[config.mk]
export PLATFORM = sky130hd
export DESIGN_NAME = io_in
export DESIGN_NICKNAME = d
export VERILOG_FILES = /design/src/rtl/io_in_pkg.sv /design/src/rtl/io_in_fifo.sv /design/src/rtl/io_in.sv
export SDC_FILE = /design/constraint.sdc
export NUM_CORES = 1
export LEC_CHECK = 0
export BUFFER_PORTS_ARGS = -buffer_cell sky130_fd_sc_hd__buf_2
export CAP_MARGIN = 15
export CELL_PAD_IN_SITES_DETAIL_PLACEMENT = 0
export CELL_PAD_IN_SITES_GLOBAL_PLACEMENT = 1
export CORE_AREA = 2 2 118 120
export CTS_CLUSTER_SIZE = 14
export DETAILED_ROUTE_END_ITERATION = 8
export DIE_AREA = 0 0 120 122
export PLACE_DENSITY_LB_ADDON = 0.1
export SETUP_SLACK_MARGIN = 0.02
export SLEW_MARGIN = 30
export SYNTH_ARGS = -nofsm -noshare
export SYNTH_HDL_FRONTEND = slang
export SYNTH_SLANG_ARGS = --single-unit
[constraint.sdc]
create_clock -name clk -period 3.55 [get_ports clk]
set_input_delay 0.5325 -clock clk [delete_from_list [all_inputs] [get_ports clk]]
set_output_delay 0.5325 -clock clk [all_outputs]
set_load 0.1 [all_outputs]
[src/rtl/io_in_pkg.sv]
// Shared definitions for the io_in input device: register select, empty-read marker
// and STATUS word layout.
package io_in_pkg;

    typedef enum logic {
        IO_IN_DATA   = 1'b0,
        IO_IN_STATUS = 1'b1
    } io_sel_e;

    localparam logic [31:0] IO_IN_EMPTY_WORD = 32'hFFFF_FFFF;

    localparam int unsigned IO_ST_AVAIL     = 0;
    localparam int unsigned IO_ST_EOF       = 1;
    localparam int unsigned IO_ST_COUNT_LSB = 8;

    function automatic logic [31:0] status_word(input logic [7:0] cnt,
                                                input logic       eof,
                                                input logic       avail);
        logic [31:0] w;
        w                          = '0;
        w[IO_ST_COUNT_LSB +: 8]    = cnt;
        w[IO_ST_EOF]               = eof;
        w[IO_ST_AVAIL]             = avail;
        return w;
    endfunction

endpackage

[src/rtl/io_in_fifo.sv]
// Synchronous FIFO with combinational head output; push ignored when full,
// pop ignored when empty.
module io_fifo #(
    parameter int unsigned WIDTH = 8,
    parameter int unsigned DEPTH = 16
) (
    input  logic                       clk,
    input  logic                       reset,
    input  logic                       push,
    input  logic [WIDTH-1:0]           push_data,
    input  logic                       pop,
    output logic [WIDTH-1:0]           pop_data,
    output logic [$clog2(DEPTH):0]     count,
    output logic                       full,
    output logic                       empty
);

    localparam int unsigned AW = $clog2(DEPTH);
    localparam int unsigned CW = AW + 1;

    logic [WIDTH-1:0] mem_q [DEPTH];
    logic [AW-1:0]    wr_ptr_q, wr_ptr_d;
    logic [AW-1:0]    rd_ptr_q, rd_ptr_d;
    logic [CW-1:0]    count_q, count_d;
    logic             do_push, do_pop;

    assign full     = (count_q == CW'(DEPTH));
    assign empty    = (count_q == '0);
    assign count    = count_q;
    assign pop_data = mem_q[rd_ptr_q];

    always_comb begin
        do_push  = push && !full && !reset;
        do_pop   = pop && !empty;
        wr_ptr_d = wr_ptr_q;
        rd_ptr_d = rd_ptr_q;
        count_d  = count_q;
        if (do_push) wr_ptr_d = wr_ptr_q + 1'b1;
        if (do_pop)  rd_ptr_d = rd_ptr_q + 1'b1;
        case ({do_push, do_pop})
            2'b10:   count_d = count_q + 1'b1;
            2'b01:   count_d = count_q - 1'b1;
            default: count_d = count_q;
        endcase
    end

    always_ff @(posedge clk) begin
        if (reset) begin
            wr_ptr_q <= '0;
            rd_ptr_q <= '0;
            count_q  <= '0;
        end else begin
            wr_ptr_q <= wr_ptr_d;
            rd_ptr_q <= rd_ptr_d;
            count_q  <= count_d;
        end
    end

    always_ff @(posedge clk) begin
        if (do_push) mem_q[wr_ptr_q] <= push_data;
    end

endmodule

[src/rtl/io_in.sv]
// Memory-mapped input device: buffers harness bytes in a FIFO and exposes DATA (pop)
// and STATUS words through a registered read port.
module io_in
    import io_in_pkg::*;
#(
    parameter int unsigned DEPTH = 16
) (
    input  logic        clk,
    input  logic        reset,
    input  logic [7:0]  in_data,
    input  logic        in_valid,
    output logic        in_ready,
    input  logic        in_eof,
    input  logic        address,
    input  logic        read_enable,
    output logic [31:0] memory_out
);

    localparam int unsigned CW = $clog2(DEPTH) + 1;

    io_sel_e       sel;
    logic [7:0]    head;
    logic [CW-1:0] count;
    logic          full, empty;
    logic          push, pop;
    logic          eof_seen_q, eof_seen_d;
    logic [31:0]   memory_out_q, memory_out_d;

    assign sel      = io_sel_e'(address);
    assign in_ready = !reset && !full;
    assign push     = in_valid && in_ready;
    assign pop      = read_enable && (sel == IO_IN_DATA) && !empty;

    io_fifo #(
        .WIDTH (8),
        .DEPTH (DEPTH)
    ) u_fifo (
        .clk       (clk),
        .reset     (reset),
        .push      (push),
        .push_data (in_data),
        .pop       (pop),
        .pop_data  (head),
        .count     (count),
        .full      (full),
        .empty     (empty)
    );

    // Read mux samples pre-edge FIFO state, so a same-edge push never bypasses to the reader.
    always_comb begin
        memory_out_d = memory_out_q;
        eof_seen_d   = eof_seen_q | in_eof;
        if (read_enable) begin
            if (sel == IO_IN_DATA)
                memory_out_d = empty ? IO_IN_EMPTY_WORD : {24'h0, head};
            else
                memory_out_d = status_word(8'(count), eof_seen_q, !empty);
        end
    end

    always_ff @(posedge clk) begin
        if (reset) begin
            memory_out_q <= '0;
            eof_seen_q   <= 1'b0;
        end else begin
            memory_out_q <= memory_out_d;
            eof_seen_q   <= eof_seen_d;
        end
    end

    assign memory_out = memory_out_q;

endmodule

[After elaboration in Yosys (flattened, before gate mapping)]
Memories as Yosys holds them, arrays and structs flattened. A register that Yosys moved wholly into a read port is not among the register bits.
Index checks and enable logic that the tools add are counted.
Word-level totals
  word-level logic and storage cells: 34
  register bits: 46
  output and inout port bits: 33
  memory bits (writable): 128
  input port bits: 14
  memory bits (read-only): 0
  memories kept: 1
  bits in latches: 0
Cells by class
  shifts and indexed selects: 0
  $mul: 0
  $add $sub $neg: 4
  equal/unequal tests: 3
  reduce and logical (&&, ||, !) cells: 12
  mux-type cells: 7
  magnitude comparators: 0
  bitwise logic cells: 2
  div/mod/pow operators: 0
Memories
  u_fifo.mem_q: words 16, width 8, read ports 1, clocked after Yosys merged registers in 1, wr ports 1, RTL line io_in_fifo.sv:21  | logic [WIDTH-1:0] mem_q [DEPTH];
Operator list (number)
  32-bit two-way mux: 2
  5-bit case mux with 2 select lines: 1
  4-bit by 1-bit adder with 4-bit output (second input constant): 2
  4-bit two-way mux: 2
  1-bit logical AND: 7
  5-bit by 1-bit adder with 5-bit output (second input constant): 1
  5-bit equality test (second input constant): 1
  5-bit zero test: 1
  5-bit by 1-bit subtractor with 5-bit output (second input constant): 1
  1-bit zero test: 3
  2-bit by 1-bit equality test with 1-bit output (second input constant): 1
  2-bit equality test (second input constant): 1
  1-bit two-way mux: 2
  2-bit nonzero test: 1
  1-bit inverter: 1
  1-bit OR: 1

[Logic depth before layout (Yosys ltp)]
Gate-level depths: netlist of the first run.
  depth after elaboration: 8
  depth in mapped cells: 14
  depth with buffers taken out: 10

[Hierarchy]
A second synthesis of the first run with hierarchy kept.
Unflattened totals
  cells, all modules: 411
  area total of the unflattened synthesis: 6660.1 sq um
Modules (own cells, without submodules)
  io_fifo: area an instance 5871.9 sq um, cells an instance 321, times used 1, sequential area each 4184.0 sq um
  io_in: area an instance 788.3 sq um, cells an instance 90, times used 1, sequential area each 300.3 sq um

[Worst setup path after synthesis of the first run]
Ideal clock, no wire load.
  path type: flip-flop to flip-flop
  from: register u_fifo.count_q[1], in the netlist u_fifo.count[1]
  to: register u_fifo.count_q[4], in the netlist u_fifo.count[4]
  data arrival time: 2961 ps
  stages on the path, launching flop included: 15
  required time: 3429 ps
  setup time: 121 ps
  setup slack: 468 ps
  clock period less this slack: 3082 ps
  path buffers: 4
  cells stage by stage: dfxtp_1 buf_6 or4_4 buf_6 o211a_1 buf_2 inv_1 ha_1 clkbuf_1 xor2_1 ha_1 o21a_1 o21a_1 o32ai_1 mux2_2
Between the ends
  word-level cells in the longest chain between the ends: 8
  elaborated cells on any way between the ends: 16
  those cells by class: add/sub (2); eq/ne (3); mux (1); reduce/logical (10)
RTL lines
  start: declaration: RTL line io_in_fifo.sv:24  | logic [CW-1:0] count_q, count_d;
  start signal: assignment: RTL line io_in_fifo.sv:55  | count_q <= count_d;
  5-bit equality test: RTL line io_in_fifo.sv:27  | assign full = (count_q == CW'(DEPTH));
  1-bit zero test: RTL line io_in_fifo.sv:33, io_in.sv:30
  1-bit logical AND: RTL line io_in.sv:30  | assign in_ready = !reset && !full;
  1-bit logical AND: RTL line io_in.sv:31  | assign push = in_valid && in_ready;
  1-bit logical AND (2 in a row): RTL line io_in_fifo.sv:33  | do_push = push && !full && !reset;
  2-bit by 1-bit equality test with 1-bit output or 2-bit equality test (tied branches): RTL line io_in_fifo.sv:40  | case ({do_push, do_pop})
  5-bit case mux with 2 select lines or 2-bit nonzero test (tied branches)
Several ways; a longest one is shown, not always the timed one.
A chain may end at the register's enable or synchronous reset.

[Worst setup path in the final report of the first run]
Ends and elaborated chain as after synthesis.

==> results.ini, run 1 <==
[routing]
drtPass1Iterations=5
vias=3488
drt-initial-drc-count=293
drc=0
via_per_inst=5.49
ant_nets=0
post_drt_wl_per_cell_um=20.1
wirelength_mm=12.8

[synthesis]
syn_nets=427
synthFlopType=edfxtp_1
synth_xor_area_share_pct=1.07
synth_top_family_by_area=multiplexers
ys_warn_count=0
synth_seq_cells=160
syn_inst=404
synth_cell_types=51
synth_area_sq_mm=0.00657
synthMuxAreaShare_pct=12.6
postSynth.asyncResetShare_pct=0
ys_seq_area_share_pct=68.3
avgSynthCellArea_sq_um=16.3
synth_edf_count=128
synth_compound_area_share_pct=6.23
synth-adder-area-share_pct=1.71
synthSimpleGateAreaFrac_pct=5.83

[cts]
cts_made_buffers=17
cts-resized-gates=0
cts_sinks=160
cts_tree=yes
h-tree-depth=4
worstSkewPairLatency_ns=0.43
cts_setup_buffers=0
root_buffer=clkbuf_16
ctsHoldBuffers=0
clock_path_buffers=2
cts.clk_slew.worst_paths_ns=0.06

[setup_path]
crit_required_ns=3.86
cp_data_arrival_time_ns=3.41
reg2reg_slack_ns=0.44
end_kind=register
path_max_fanout=9
r2r_end=u_fifo.count[4]
startpoint_type=register
crit_type=reg -> reg
rr_worst_depth=10
reg2reg_from=u_fifo.count[1]

[floorplanning]
die_h_um=122
core_sq_mm=0.0135
io_pins=47
dieWidth_um=120
start_util_pct=48.6
placementRows=43
fp.dieArea_sq_mm=0.0146

[min_path]
hp-start=in_eof
hold_end=eof_seen_q
min_path_type=in -> reg
hold-path-cell-count=3

[placement]
placedInstanceArea_sq_mm=0.00689
portBuffers=46
detailedPlacementHpwl_mm=8.17
globalplace.congestion=0.829
post-place-ws_ns=0.446

[grt]
overflow=0
grtUsageTotal_pct=19.1
grt_pass1_wl_mm=19.9
grt_max_degree=27
antenna_found_initial=0
grt_pass1_vias=3413

[timing]
worst_slack_ns=0.444
slew_viol_final=0
tightest_slew_ns=0.911
period_share_pct=87.5
setup_viol_count_final=0
fin_setup_tns_ns=0
finClkSkew_ns=0.0117
maxSlewHeadroom_pct=39.0
fmax_mhz=322
rsz0062_at_grt=false
hold_viol=0
hold_ws_ns=0.321
post-route-min-period_ns=3.11

[power]
p_comb_share_pct=13.4
pwr_density_cell_mw_per_mm2=617
netSwitchingPower_uw=1260
vdd_drop_max_v=0.000328
power_leakage_uw=0.00262
p_int_uw=3370
switching_share_pct=27.2
clock_power_share_pct=41.2
p_seq_share_pct=45.5

[cells_and_area]
final_area_sq_mm=0.00751
fin_util_pct=55.6
drive_above_1_share_pct=30.3
fin_nets=465
diodes=0
syn_to_final_growth_pct=14.4
fillCellCount=1086

[run_status]
status=finished clean

[run]
maxCapViolations=0

[layer usage]
metal	share of wire, %	GRT usage, %	up-vias
li1	-	-	1619
met1	46	26.1	1759
met2	47	29.4	93
met3	4.9	4.87	17
met4	1.8	7.94	0
met5	0	0	-
[power by group through the flow]
stage	Combinational (uW)	Sequential [uW]	Clock [uW]
6_report	620	2110	1910
5_1_grt	655	2120	2010
4_1_cts	624	2110	1950
3_5_place_dp	623	2150	0
3_3_place_gp	621	2150	0
2_1_floorplan	428	2270	0
[cell type report]
cell class	count	area (sq um)	share of cell area (%)
sequential	160	4490	59.7
multi-input combinational	194	1800	24.0
clock buffer	20	457	6.08
timing repair buffer	61	343	4.56
tap	180	225	3.00
clock inverter	12	170	2.26
inverter	8	30.0	0.400
[worst max-delay path by stage]
stage,from,endpoint
3_3_place_gp,u_fifo.count[1],u_fifo.count[4]
6_report,u_fifo.count[1],u_fifo.count[4]
3_5_place_dp,u_fifo.count[1],u_fifo.count[4]
5_1_grt,u_fifo.count[1],u_fifo.count[4]
2_1_floorplan,u_fifo.count[1],u_fifo.count[4]
4_1_cts,u_fifo.count[1],u_fifo.count[4]
[synthesized netlist by cell type (4+ instances only)]
cell	number	share of area, %
nor2_1	38	2.2
mux4_2	30	10
o21a_1	4	0.46
dfxtp_1	32	9.8
a311oi_2	5	1.1
buf_2	8	0.61
clkbuf_1	9	0.51
buf_4	18	2.1
a21oi_1	9	0.69
nor3b_1	4	0.46
buf_1	5	0.29
nand2_1	16	0.91
inv_1	7	0.40
ha_1	9	1.7
edfxtp_1	128	59
xor2_1	7	0.93
a22oi_1	6	0.69
o211ai_1	7	0.80
nor3_1	7	0.53
mux2i_1	12	1.8
[cell families (layout without fill, tap and decap cells)]
group,count (synthesis),after routing
flops,160,160
fa+ha+maj,9,9
xor+xnor,8,8
simple gates,81,81
buf+inv,50,101
compound gates,51,51
mux,45,45
[stage by stage]
stage,total power [uW],cells
2_1_floorplan,2690,404
3_3_place_gp,2770,603
3_5_place_dp,2770,603
4_1_cts,4680,635
5_1_grt,4790,635
6_report,4640,635
[layout by cell type, fill, tap and decap left out, types with 5 or more instances in the layout]
| cell | instances |
|---|---|
| clkbuf_16 | 17 |
| mux4_2 | 30 |
| xor2_1 | 7 |
| mux2i_1 | 12 |
| a21oi_1 | 9 |
| edfxtp_1 | 128 |
| dfxtp_1 | 31 |
| buf_4 | 15 |
| a311oi_2 | 5 |
| buf_2 | 46 |
| o211ai_1 | 7 |
| ha_1 | 9 |
| a22oi_1 | 6 |
| nor2_1 | 38 |
| nand2_1 | 16 |
| inv_6 | 5 |
| inv_1 | 7 |
| nor3_1 | 7 |
[flip-flops by register name, indices dropped and copies added, names as in the netlist, named ones only]
name,flops
eof_seen_q,1
memory_out,14
u_fifo.count,5
u_fifo.mem_q,128
u_fifo.rd_ptr_q,4
u_fifo.wr_ptr_q,4
[critical path, stage by stage, from the launching register on]
cell and delay [ns]:
dfxtp_1 0.39, or4_4 0.63, o211a_1 0.35, inv_1 0.12
ha_1 0.34, xor2_1 0.11, ha_1 0.23, o21a_1 0.17
o21a_1 0.16, o32ai_1 0.13, mux2_2 0.36
No activity file was read; power rests on OpenSTA's default activity.
==> inputs of run 2 (changes only) <==
- ABC_AREA: default -> 0
- CORE_AREA: 2 2 118 120 -> 2 2 117 119
- DIE_AREA: 0 0 120 122 -> 0 0 119 121
==> run 2 against run 1 <==
  * Power down 3.9%
  * Via count down 1.4%
  * Non-clock buffer count down 4
  * Clock-buffer cell count unchanged
  * Maximum frequency about the same
  * Global-route usage down 0.31 points
  * Register-to-register slack about the same
  * Sequential cell count unchanged
  * Critical endpoint unchanged
==> results.ini, run 2 (same netlist as run 1, synthesis figures left out) <==
[timing]
maxSlewHeadroom_pct=38.2  ; -0.81 points
hold_viol=0  ; unchanged
hold_ws_ns=0.306  ; -0.0148 ns
period_share_pct=87.5  ; about the same
finClkSkew_ns=0.0115  ; -0.000184 ns
setup_viol_count_final=0  ; unchanged
slew_viol_final=0  ; unchanged
fmax_mhz=322  ; about the same
post-route-min-period_ns=3.11  ; +0.00156 ns
rsz0062_at_grt=false
tightest_slew_ns=0.923  ; +0.0122 ns
fin_setup_tns_ns=0  ; unchanged

[grt]
antenna_found_initial=0  ; unchanged
overflow=0  ; unchanged
grt_pass1_wl_mm=19.2  ; -3.5%
grt_pass1_vias=3368  ; -1.3%
grt_max_degree=27  ; unchanged
grtUsageTotal_pct=18.8  ; -0.31 points

[run]
maxCapViolations=0  ; unchanged

[cells_and_area]
largest_reg_flops=128  ; unchanged
fillCellCount=1009  ; -7.1%
fin_nets=461  ; -0.86%
final_common_cell=edfxtp_1
syn_to_final_growth_pct=12.9
diodes=0  ; unchanged
top_register=u_fifo.mem_q
drive_above_1_share_pct=29.3  ; -1.1 points
final_cell_mix=edfxtp_1 (128), buf_2 (46), nor2_1 (36)

[run_status]
status=finished clean

[setup_path]
crit_type=reg -> reg
rr_worst_depth=10  ; unchanged
end_kind=register
startpoint_type=register
r2r_end=u_fifo.count[4]
crit_end=u_fifo.count[4]
slowest_delay_ns=0.63  ; about the same
crit_chain=or4_4, o211a_1, inv_1, ha_1, xor2_1, ha_1, o21a_1, o21a_1, o32ai_1, mux2_2
startpoint=u_fifo.count[1]
reg2reg_from=u_fifo.count[1]
crit_required_ns=3.87  ; about the same
reg2reg_slack_ns=0.44  ; about the same
path_max_fanout=9  ; unchanged
cp_data_arrival_time_ns=3.43  ; +0.02 ns
slowest_stage=or4_4

[power]
power_leakage_uw=0.00256  ; -2.4%
vdd_drop_max_v=0.000454  ; +38%
pwr_density_cell_mw_per_mm2=601  ; -2.6%

[cts]
cts_sinks=160  ; unchanged
cts-resized-gates=0  ; unchanged
cts_tree=yes
worstSkewPairLatency_ns=0.43  ; about the same
h-tree-depth=4  ; unchanged
root_buffer=clkbuf_16
cts.clk_slew.worst_paths_ns=0.06  ; about the same
cts_setup_buffers=0  ; unchanged
ctsHoldBuffers=0  ; unchanged
clock_path_buffers=2  ; unchanged
cts_made_buffers=17  ; unchanged

[routing]
drt-initial-drc-count=262  ; -11%
vias=3438  ; -1.4%
drtPass1Iterations=4  ; -1
ant_nets=0  ; unchanged
drc=0  ; unchanged
wirelength_mm=12.4  ; -3.3%
via_per_inst=5.48  ; -0.18%
post_drt_wl_per_cell_um=19.7  ; -2.0%

[floorplanning]
die_h_um=121  ; -0.82%
core_sq_mm=0.0131  ; -3.1%
placementRows=42  ; -2.3%
io_pins=47  ; unchanged
fp.dieArea_sq_mm=0.0144  ; -1.6%
start_util_pct=50.2  ; +1.6 points
dieWidth_um=119  ; -0.83%

[placement]
detailedPlacementHpwl_mm=8.25  ; +1.1%
portBuffers=46  ; unchanged
globalplace.congestion=0.780  ; -5.9%

[min_path]
min_path_type=in -> reg

## run 2: worst min path at each step
stage / from / cells after the start / endpoint / slack (ns)
detailed placement: memory_out[6] / 2 / memory_out[6] / 0.47
global placement: memory_out[6] / 2 / memory_out[6] / 0.48
finish: in_eof / 3 / eof_seen_q / 0.31
floorplan: eof_seen_q / 2 / eof_seen_q / 0.44
global route: in_eof / 3 / eof_seen_q / 0.33
CTS: in_eof / 3 / eof_seen_q / 0.29
## run 2: critical path: cells and delay by family, from the launching register on
family	cells	cell delay (ns)
AOI/OAI and AO/OA	4	0.81
xor gates and xnor gates	1	0.12
adders and majority gates	2	0.57
buffers and inverters	1	0.11
DFF	1	0.39
muxes	1	0.36
and+or+nand+nor	1	0.63
## run 2: stage by stage
step	area [sq um]	total power [uW]	std cells	setup slack [ns]	util, %
floorplan	6570	2690	404	0.468	-
global placement	6850	2770	595	0.510	52.4
detailed placement	6850	2770	595	0.471	52.4
CTS	7410	4490	627	0.452	56.6
global route	7410	4610	627	0.260	56.7
finish	7410	4450	627	0.442	56.7
## run 2: layout make-up
| type | count | area [sq um] | area share [%] |
|---|---|---|---|
| flip-flops and latches | 160 | 4490 | 60.5 |
| multi-input cells | 194 | 1810 | 24.4 |
| clock buffers | 20 | 437 | 5.89 |
| repair buffers | 57 | 313 | 4.22 |
| well taps | 176 | 220 | 2.97 |
| clock inverters | 12 | 119 | 1.60 |
| inverters | 8 | 30.0 | 0.405 |
## run 2: layer usage
metal	wire (um)	global-route usage (%)
met1	5920	26.5
met2	5740	27.6
met3	541	5.78
met4	172	7.29
met5	0	0
## run 2: power breakdown
group | switching, uW | internal (uW)
clock network | 701 | 1020
registers | 41.3 | 2060
logic | 476 | 148
total | 1220 | 3240
